==> config.mk <==
export PLATFORM = sky130hd
export DESIGN_NAME = secded_mem_sequencer_flat
export DESIGN_NICKNAME = d
export VERILOG_FILES = /design/src/rtl/secded_mem_sequencer_if.sv /design/src/rtl/secded_mem_sequencer.sv /design/src/flat_wrapper.sv
export SDC_FILE = /design/constraint.sdc
export NUM_CORES = 1
export LEC_CHECK = 0
export CAP_MARGIN = 15
export CORE_ASPECT_RATIO = 0.75
export CORE_MARGIN = 2
export CORE_UTILIZATION = 56
export CTS_CLUSTER_DIAMETER = 120
export DETAILED_ROUTE_END_ITERATION = 8
export DONT_BUFFER_PORTS = 1
export PLACE_DENSITY = 0.74
export SLEW_MARGIN = 10
export SYNTH_ARGS = -nofsm -noshare
export SYNTH_HDL_FRONTEND = slang
export SYNTH_SLANG_ARGS = --single-unit
==> constraint.sdc <==
create_clock -name clk -period 2.35 [get_ports clk]
set_input_delay 0.47 -clock clk [delete_from_list [all_inputs] [get_ports clk]]
set_output_delay 0.47 -clock clk [all_outputs]
set_load 0.01 [all_outputs]
==> src/rtl/secded_mem_sequencer_if.sv <==
// Memory and decoder handshake bundle between the SECDED sequencer and its neighbours.
// The sequencer side takes the master modport; memory/decoder models take the slave modport.
interface secded_mem_sequencer_if #(
  parameter int AW = 8
);
  logic [AW-1:0] mem_addr;
  logic          mem_wen;
  logic [7:0]    mem_wdata;
  logic [7:0]    mem_rdata;
  logic [15:0]   dec_word;
  logic          dec_start;
  logic          dec_valid;
  logic [15:0]   dec_result;

  modport master (
    output mem_addr, mem_wen, mem_wdata, dec_word, dec_start,
    input  mem_rdata, dec_valid, dec_result
  );

  modport slave (
    input  mem_addr, mem_wen, mem_wdata, dec_word, dec_start,
    output mem_rdata, dec_valid, dec_result
  );
endinterface

==> src/rtl/secded_mem_sequencer.sv <==
// Walks NUM_WORDS byte-pair codewords through an external SECDED decoder and
// writes each 16-bit result back as two bytes, tallying single/double errors.
module secded_mem_sequencer #(
  parameter int SRC_BASE    = 30,
  parameter int DST_BASE    = 0,
  parameter int NUM_WORDS   = 15,
  parameter int AW          = 8,
  parameter int DEC_TIMEOUT = 16,
  parameter int CW          = $clog2(NUM_WORDS + 1)
) (
  input  logic                  clk,
  input  logic                  reset,
  secded_mem_sequencer_if.master bus,
  output logic                  done,
  output logic [CW-1:0]         n_single,
  output logic [CW-1:0]         n_double,
  output logic                  timeout
);

  localparam int IW = (NUM_WORDS > 1) ? $clog2(NUM_WORDS) : 1;
  localparam int TW = $clog2(DEC_TIMEOUT + 1);
  localparam logic [TW-1:0] WAIT_LAST = TW'(DEC_TIMEOUT - 1);
  localparam logic [IW-1:0] LAST_IDX  = IW'(NUM_WORDS - 1);

  typedef enum logic [3:0] {
    S_START, S_RD_LO, S_RD_HI, S_CAP, S_DREQ, S_DWAIT, S_WR_LO, S_WR_HI, S_DONE
  } state_t;

  state_t        state, state_nxt;
  logic [IW-1:0] idx;
  logic [15:0]   word;
  logic [15:0]   result;
  logic [TW-1:0] wait_cnt;

  function automatic logic [AW-1:0] byte_addr(input int base, input logic [IW-1:0] k,
                                               input logic hi);
    return AW'(base + 2 * int'(k) + int'(hi));
  endfunction

  assign bus.dec_word = word;

  always_comb begin
    state_nxt     = state;
    bus.mem_addr  = '0;
    bus.mem_wen   = 1'b0;
    bus.mem_wdata = '0;
    bus.dec_start = 1'b0;
    done          = 1'b0;
    case (state)
      S_START: state_nxt = S_RD_LO;
      S_RD_LO: begin
        bus.mem_addr = byte_addr(SRC_BASE, idx, 1'b0);
        state_nxt    = S_RD_HI;
      end
      S_RD_HI: begin
        bus.mem_addr = byte_addr(SRC_BASE, idx, 1'b1);
        state_nxt    = S_CAP;
      end
      S_CAP:   state_nxt = S_DREQ;
      S_DREQ: begin
        bus.dec_start = 1'b1;
        state_nxt     = bus.dec_valid ? S_WR_LO : S_DWAIT;
      end
      S_DWAIT: begin
        if (bus.dec_valid || wait_cnt == WAIT_LAST) state_nxt = S_WR_LO;
      end
      S_WR_LO: begin
        bus.mem_wen   = 1'b1;
        bus.mem_addr  = byte_addr(DST_BASE, idx, 1'b0);
        bus.mem_wdata = result[7:0];
        state_nxt     = S_WR_HI;
      end
      S_WR_HI: begin
        bus.mem_wen   = 1'b1;
        bus.mem_addr  = byte_addr(DST_BASE, idx, 1'b1);
        bus.mem_wdata = result[15:8];
        state_nxt     = (idx == LAST_IDX) ? S_DONE : S_RD_LO;
      end
      S_DONE:  done = 1'b1;
      default: state_nxt = S_START;
    endcase
  end

  // Reset doubles as the start request, so every piece of run state is cleared here.
  always_ff @(posedge clk) begin
    if (reset) begin
      state    <= S_START;
      idx      <= '0;
      word     <= '0;
      result   <= '0;
      n_single <= '0;
      n_double <= '0;
      timeout  <= 1'b0;
      wait_cnt <= '0;
    end else begin
      state <= state_nxt;
      case (state)
        S_RD_HI: word[7:0] <= bus.mem_rdata;
        S_CAP: begin
          word[15:8] <= bus.mem_rdata;
          wait_cnt   <= '0;
        end
        S_DREQ: if (bus.dec_valid) result <= bus.dec_result;
        S_DWAIT: begin
          // A hung decoder is reported as a double error so the word is still written.
          if (bus.dec_valid) begin
            result <= bus.dec_result;
          end else if (wait_cnt == WAIT_LAST) begin
            result  <= 16'h8000;
            timeout <= 1'b1;
          end else begin
            wait_cnt <= wait_cnt + 1'b1;
          end
        end
        S_WR_LO: begin
          n_single <= n_single + CW'(!result[15] && result[14]);
          n_double <= n_double + CW'(result[15]);
        end
        S_WR_HI: if (idx != LAST_IDX) idx <= idx + 1'b1;
        default: ;
      endcase
    end
  end

endmodule

==> src/flat_wrapper.sv <==
// flat-port wrapper written by rule: the top's interface ports become plain ports
module secded_mem_sequencer_flat 
#(
  parameter int SRC_BASE    = 30,
  parameter int DST_BASE    = 0,
  parameter int NUM_WORDS   = 15,
  parameter int AW          = 8,
  parameter int DEC_TIMEOUT = 16,
  parameter int CW          = $clog2(NUM_WORDS + 1)
)
  (clk, reset, done, n_single, n_double, timeout, bus_mem_addr, bus_mem_wen, bus_mem_wdata, bus_dec_word, bus_dec_start, bus_mem_rdata, bus_dec_valid, bus_dec_result);
  secded_mem_sequencer_if #(.AW(AW)) bus_i ();
  input  logic clk;
  input  logic reset;
  output logic done;
  output logic [CW-1:0] n_single;
  output logic [CW-1:0] n_double;
  output logic timeout;
  output wire logic [$bits(bus_i.mem_addr)-1:0] bus_mem_addr;
  output wire logic [$bits(bus_i.mem_wen)-1:0] bus_mem_wen;
  output wire logic [$bits(bus_i.mem_wdata)-1:0] bus_mem_wdata;
  output wire logic [$bits(bus_i.dec_word)-1:0] bus_dec_word;
  output wire logic [$bits(bus_i.dec_start)-1:0] bus_dec_start;
  input wire logic [$bits(bus_i.mem_rdata)-1:0] bus_mem_rdata;
  input wire logic [$bits(bus_i.dec_valid)-1:0] bus_dec_valid;
  input wire logic [$bits(bus_i.dec_result)-1:0] bus_dec_result;
  assign bus_mem_addr = bus_i.mem_addr;
  assign bus_mem_wen = bus_i.mem_wen;
  assign bus_mem_wdata = bus_i.mem_wdata;
  assign bus_dec_word = bus_i.dec_word;
  assign bus_dec_start = bus_i.dec_start;
  assign bus_i.mem_rdata = bus_mem_rdata;
  assign bus_i.dec_valid = bus_dec_valid;
  assign bus_i.dec_result = bus_dec_result;
  secded_mem_sequencer #(.SRC_BASE(SRC_BASE), .DST_BASE(DST_BASE), .NUM_WORDS(NUM_WORDS), .AW(AW), .DEC_TIMEOUT(DEC_TIMEOUT), .CW(CW)) u_core (.clk(clk), .reset(reset), .bus(bus_i), .done(done), .n_single(n_single), .n_double(n_double), .timeout(timeout));
endmodule
==> results.sh, run 1 <==
export IMPL_grt_pass1_wl_um=9259
export IMPL_synthSimpleGateAreaFrac_pct=21.99
export IMPL_cts_hold_buf=0
export IMPL_ys_async_sr_fraction_pct=0
export IMPL_die_h_um=62.37
export IMPL_pwr_share_comb_pct=10.8
export IMPL_intPower_mw=1.223
export IMPL_status="complete, no violations"
export IMPL_core_area_sq_um=4414
export IMPL_slew_violations=0
export IMPL_grt_max_degree=55
export IMPL_hold_class="in2reg"
export IMPL_dieArea_sq_um=5103
export IMPL_arrival_ns=1.77
export IMPL_timing_setup_tns_ns=0
export IMPL_drt_total_wl_um=5503
export IMPL_synth_compound_area_share_pct=22.77
export IMPL_dp_hpwl_um=3838
export IMPL_portBuffers=0
export IMPL_drive_gt1_share_pct=11.07
export IMPL_syn_area_sq_um=2544
export IMPL_cts_sinks=54
export IMPL_synthMuxAreaShare_pct=0.4427
export IMPL_clock_root_buffer="clkbuf_8"
export IMPL_gp_congestion=0.8340
export IMPL_setup_violations=0
export IMPL_clock_skew_ns=0.01128
export IMPL_final_area_sq_um=2703
export IMPL_power_switching_mw=0.4346
export IMPL_ctsResizeCount=0
export IMPL_antenna_left=0
export IMPL_worstSetupStartpointType="flip-flop"
export IMPL_worstPathRequired_ns=1.88
export IMPL_via_per_inst=5.882
export IMPL_start_util_pct=57.62
export IMPL_criticalPathCategory="reg2out"
export IMPL_period_needed_ns=2.239
export IMPL_grt_pass1_vias=1980
export IMPL_nFillCells=415
export IMPL_cts_tree="yes"
export IMPL_firstDrtPassIters=4
export IMPL_antenna_found_initial=0
export IMPL_ys_types=49
export IMPL_ys_flop_type="dfxtp_1"
export IMPL_netlist_instances=315
export IMPL_timing_fmax_ghz=0.4465
export IMPL_syn_to_final_growth_pct=6.247
export IMPL_synth_xor_area_share_pct=1.033
export IMPL_placed_area_sq_um=2604
export IMPL_rsz0062_at_grt="false"
export IMPL_leakage_nw=0.9559
export IMPL_yosysWarnings=0
export IMPL_vias=2141
export IMPL_clk_pin_slew_worst_paths_ns=0.10
export IMPL_grt_remaining_overflow=0
export IMPL_yosysTopAreaCell="dfxtp_1"
export IMPL_fin_nets=343
export IMPL_synth_seq_cells=54
export IMPL_clockPowerShare_pct=29.9
export IMPL_p_sw_share_pct=26.22
export IMPL_avgSynthCellArea_sq_um=8.075
export IMPL_ios=71
export IMPL_tightest_slew_ns=0.6825
export IMPL_cts_setup_buffers=0
export IMPL_p_per_area_nw_per_um2=613.4
export IMPL_synth_top_area_share_pct=42.50
export IMPL_seqPwrFrac_pct=59.3
export IMPL_final_hold_violation_count=0
export IMPL_crit_path_end_kind="primary output"
export IMPL_synth_edf_count=0
export IMPL_diodes=0
export IMPL_drt_iter0_markers=173
export IMPL_fin_crit_sh_pct=95.29
export IMPL_ys_seq_area_share_pct=42.50
export IMPL_drc_errors=0
export IMPL_clock_latency_ns=0.30
export IMPL_drv_cap=0
export IMPL_rows=21
export IMPL_slew_headroom_pct=54.38
export IMPL_clk_path_buf_depth=2
export IMPL_h_tree_depth=2
export IMPL_chipWidth_um=81.82
export IMPL_worstPathMaxFanout=10
export IMPL_synth_area_leaders="dfxtp_1 (42%), a21oi_1 (9.6%), nand2_1 (9.0%), o21ai_0 (4.5%), ha_1 (4.4%)"
export IMPL_synth_top_family_by_area="compound AO/OA/AOI/OAI gates"
export IMPL_grtUsageTotal_pct=23.09
export IMPL_routedWlPerCell_um=15.12
export IMPL_synth_fa_ha_area_share_pct=4.427
export IMPL_cts_made_buffers=5
export IMPL_irDropWorstVdd_mv=0.3892
cells in the final DEF, fill, tap and decap left out, drive strengths merged, types with 5 or more instances in the layout:
cell	instances
dfxtp	54
a22o	8
buf	13
inv	13
clkbuf	5
or3	8
ha	9
a21oi	49
o21ai	23
nand3	7
nand2	61
nor2b	5
registers in the layout, summed over array words and instances, names as in the netlist:
register,cells
u_core.bus.dec_word,16
u_core.result,16
u_core.wait_cnt,5
u_core.idx,4
u_core.n_double,4
u_core.n_single,4
u_core.state,4
u_core.timeout,1
synth_stat cells (all sizes together) (3+ instances only):
master and instances:
inv 12, clkbuf 22, nor2b 5, ha 9, nor2 3, nor4bb 3, or3 8, and3 3
nor3 3, nand2 61, dfxtp 54, o21ai 23, o211ai 3, a21oi 49, a22o 8, nand3 7
buf 7
final cells by class:
cell class,count,area (sq um),area share (%)
Multi-Input combinational cell,221,1319,48.80
Clock inverter,2,13.76,0.5093
Clock buffer,5,68.82,2.546
Timing Repair Buffer,13,97.59,3.611
Sequential cell,54,1087,40.23
Tap cell,57,71.32,2.639
Inverter,12,45.04,1.667
critical path: stages, from the launching register on:
cell and delay (ns):
dfxtp_1 0.53, or4b_2 0.77, nand2_1 0.18
layer usage:
layer	vias to the layer above	GRT usage, %	wire length [um]
met5	-	0	0
met2	45	32.83	2510
met3	6	6.977	315
met4	0	7.708	60
met1	1003	33.24	2616
li1	1087	-	-
stage by stage:
step	setup WS (ns)	hold WS (ns)	util [%]	total power, mW	std cells
floorplan	0.09521	0.4534	-	1.151	316
global placement	0.1749	0.4549	58.99	1.175	357
detailed placement	0.1201	0.4604	58.99	1.178	357
CTS	0.008439	0.2107	60.86	1.668	364
global route	0.01607	0.1997	61.22	1.734	364
finish	0.1106	0.2198	61.22	1.658	364
kinds of logic after synthesis:
logic type / Yosys count
AO/OA/AOI/OAI: 98
AND/OR/NAND/NOR: 108
XOR/XNOR: 3
multiplexers: 1
flip-flops: 54
other: 1
buffers and inverters: 41
adder cells (fa/ha/maj): 9
path summary, 6_finish.rpt:
check | slack (ns) | cells past startpoint | start | endpoint
min | 0.22 | 1 | reset | u_core.idx[1]
max reg2reg | 0.12 | 6 | u_core.wait_cnt[0] | u_core.wait_cnt[3]
max | 0.11 | 2 | u_core.state[1] | bus_mem_addr[0]
min reg2reg | 0.48 | 2 | u_core.result[1] | u_core.result[1]
power groups by stage:
stage	logic (mW)	registers (mW)	clock network (mW)
finish	0.179	0.984	0.495
global route	0.203	0.988	0.543
CTS	0.174	0.982	0.512
detailed placement	0.174	1.00	0
global placement	0.172	1.00	0
floorplan	0.167	0.983	0
Power figures use the tool's default switching activity.
==> run 2, diff against run 1 <==
- CAP_MARGIN: 15 -> 20
- CELL_PAD_IN_SITES_DETAIL_PLACEMENT: unset -> 0
- CELL_PAD_IN_SITES_GLOBAL_PLACEMENT: unset -> 1
- CORE_UTILIZATION: 56 -> 41
- PLACE_DENSITY: 0.74 -> unset
- PLACE_DENSITY_LB_ADDON: unset -> 0.1
==> results.sh, run 2 (synthesized netlist as in run 1, its figures left out) <==
export IMPL_die_h_um=72.22
export IMPL_final_hold_violation_count=0
export IMPL_grt_remaining_overflow=0
export IMPL_vias=2155
export IMPL_antenna_left=0
export IMPL_dp_hpwl_um=4191
export IMPL_start_util_pct=43.00
export IMPL_firstDrtPassIters=4
export IMPL_cts_setup_buffers=0
export IMPL_arrival_ns=1.79
export IMPL_clock_root_buffer="clkbuf_8"
export IMPL_worstSetupStartpointType="flip-flop"
export IMPL_p_total_mw=1.797
export IMPL_final_cell_mix="nand2_1 (61), dfxtp_1 (50), a21oi_1 (49)"
export IMPL_cts_made_buffers=5
export IMPL_clk_path_buf_depth=2
export IMPL_clock_skew_ns=0.006781
export IMPL_cts_tree="yes"
export IMPL_slew_headroom_pct=63.81
export IMPL_critPathMaxStageDelay_ns=0.49
export IMPL_p_per_area_nw_per_um2=650.4
export IMPL_worstPathRequired_ns=1.88
export IMPL_crit_path_end_kind="primary output"
export IMPL_fin_crit_sh_pct=96.14
export IMPL_rsz0062_at_grt="false"
export IMPL_critPathSlowestCell="or4_1"
export IMPL_grt_pass1_vias=1970
export IMPL_drv_cap=0
export IMPL_drt_iter0_markers=103
export IMPL_period_needed_ns=2.259
export IMPL_gp_congestion=0.7684
export IMPL_slew_violations=0
export IMPL_grtUsageTotal_pct=18.20
export IMPL_clk_pin_slew_worst_paths_ns=0.10
export IMPL_grt_max_degree=55
export IMPL_core_area_sq_um=5916
export IMPL_drc_errors=0
export IMPL_worstPathMaxFanout=7
export IMPL_path_cells="inv_1, ha_1, or4_1, a31oi_2"
export IMPL_dieArea_sq_um=6857
export IMPL_fin_nets=344
export IMPL_drt_total_wl_um=6120
export IMPL_tightest_slew_ns=0.5424
export IMPL_via_per_inst=5.568
export IMPL_h_tree_depth=2
export IMPL_syn_to_final_growth_pct=8.608
export IMPL_criticalPathCategory="reg2out"
export IMPL_portBuffers=0
export IMPL_clock_latency_ns=0.31
export IMPL_status="complete, no violations"
export IMPL_setup_violations=0
export IMPL_antenna_found_initial=0
export IMPL_grt_pass1_wl_um=9818
export IMPL_timing_fmax_ghz=0.4426
export IMPL_routedWlPerCell_um=15.81
export IMPL_drive_gt1_share_pct=11.33
export IMPL_irDropWorstVdd_mv=0.2577
export IMPL_ios=71
export IMPL_leakage_nw=0.9726
export IMPL_diodes=0
export IMPL_rows=24
export IMPL_chipWidth_um=94.95
export IMPL_hold_class="in2reg"
export IMPL_cts_sinks=54
export IMPL_layout_commonest_cell="nand2_1"
export IMPL_timing_setup_tns_ns=0
-- run 2: timing repair --
item | in CTS | in global routing
gates resized for setup | 1 | 5
endpoints found under the setup margin | 1 | 8
cloned | 0 | 0
hold buffers | 0 | 0
-- run 2: worst paths after layout --
kind,startpoint,end,slack [ns],cells after the start
setup reg to reg,u_core.wait_cnt[0],u_core.wait_cnt[3],0.14,6
hold reg to reg,u_core.result[2],u_core.result[2],0.48,2
setup / recovery,u_core.idx[0],bus_mem_addr[3],0.09,4
hold / removal,reset,u_core.idx[1],0.21,1
-- run 2: area by class of cell --
type | instances | area, sq um
repair buffers | 14 | 105.1
flip-flops and latches | 54 | 1086
inverters | 12 | 45.04
clock buffers | 5 | 68.82
multi-input cells | 221 | 1320
clock inverters | 3 | 40.04
well taps | 78 | 97.59
fillers | 615 | 3153
-- run 2: where the power goes --
| part | total (mW) | switching, mW | internal (mW) |
|---|---|---|---|
| Combinational | 0.190 | 0.113 | 0.0761 |
| Clock | 0.628 | 0.314 | 0.314 |
| Sequential | 0.979 | 0.0353 | 0.944 |
-- run 2: through the flow --
stage	hold slack (ns)	std cells	area (sq um)	utilization [%]	setup WS, ns
4_1_cts	0.2015	387	2753	46.53	0.01400
5_1_grt	0.1915	387	2763	46.70	0.007326
3_3_place_gp	0.4569	379	2638	44.59	0.2125
3_5_place_dp	0.4592	379	2638	44.59	0.1768
6_report	0.2102	387	2763	46.70	0.09082
2_1_floorplan	0.4534	316	2547	-	0.09521
-- run 2: worst max-delay path: cells and delay by family (launching register included) --
family                     cells  cell delay [ns]
and+or+nand+nor                1             0.49
DFF                            1             0.40
adders and majority gates      1             0.23
AOI/OAI and AO/OA              1             0.27
buffers and inverters          1             0.09
-- run 2: per-layer routing --
layer	GRT usage, %	routed length [um]
met5	0	0
met4	4.831	58
met1	28.09	3188
met2	24.19	2440
met3	5.607	432
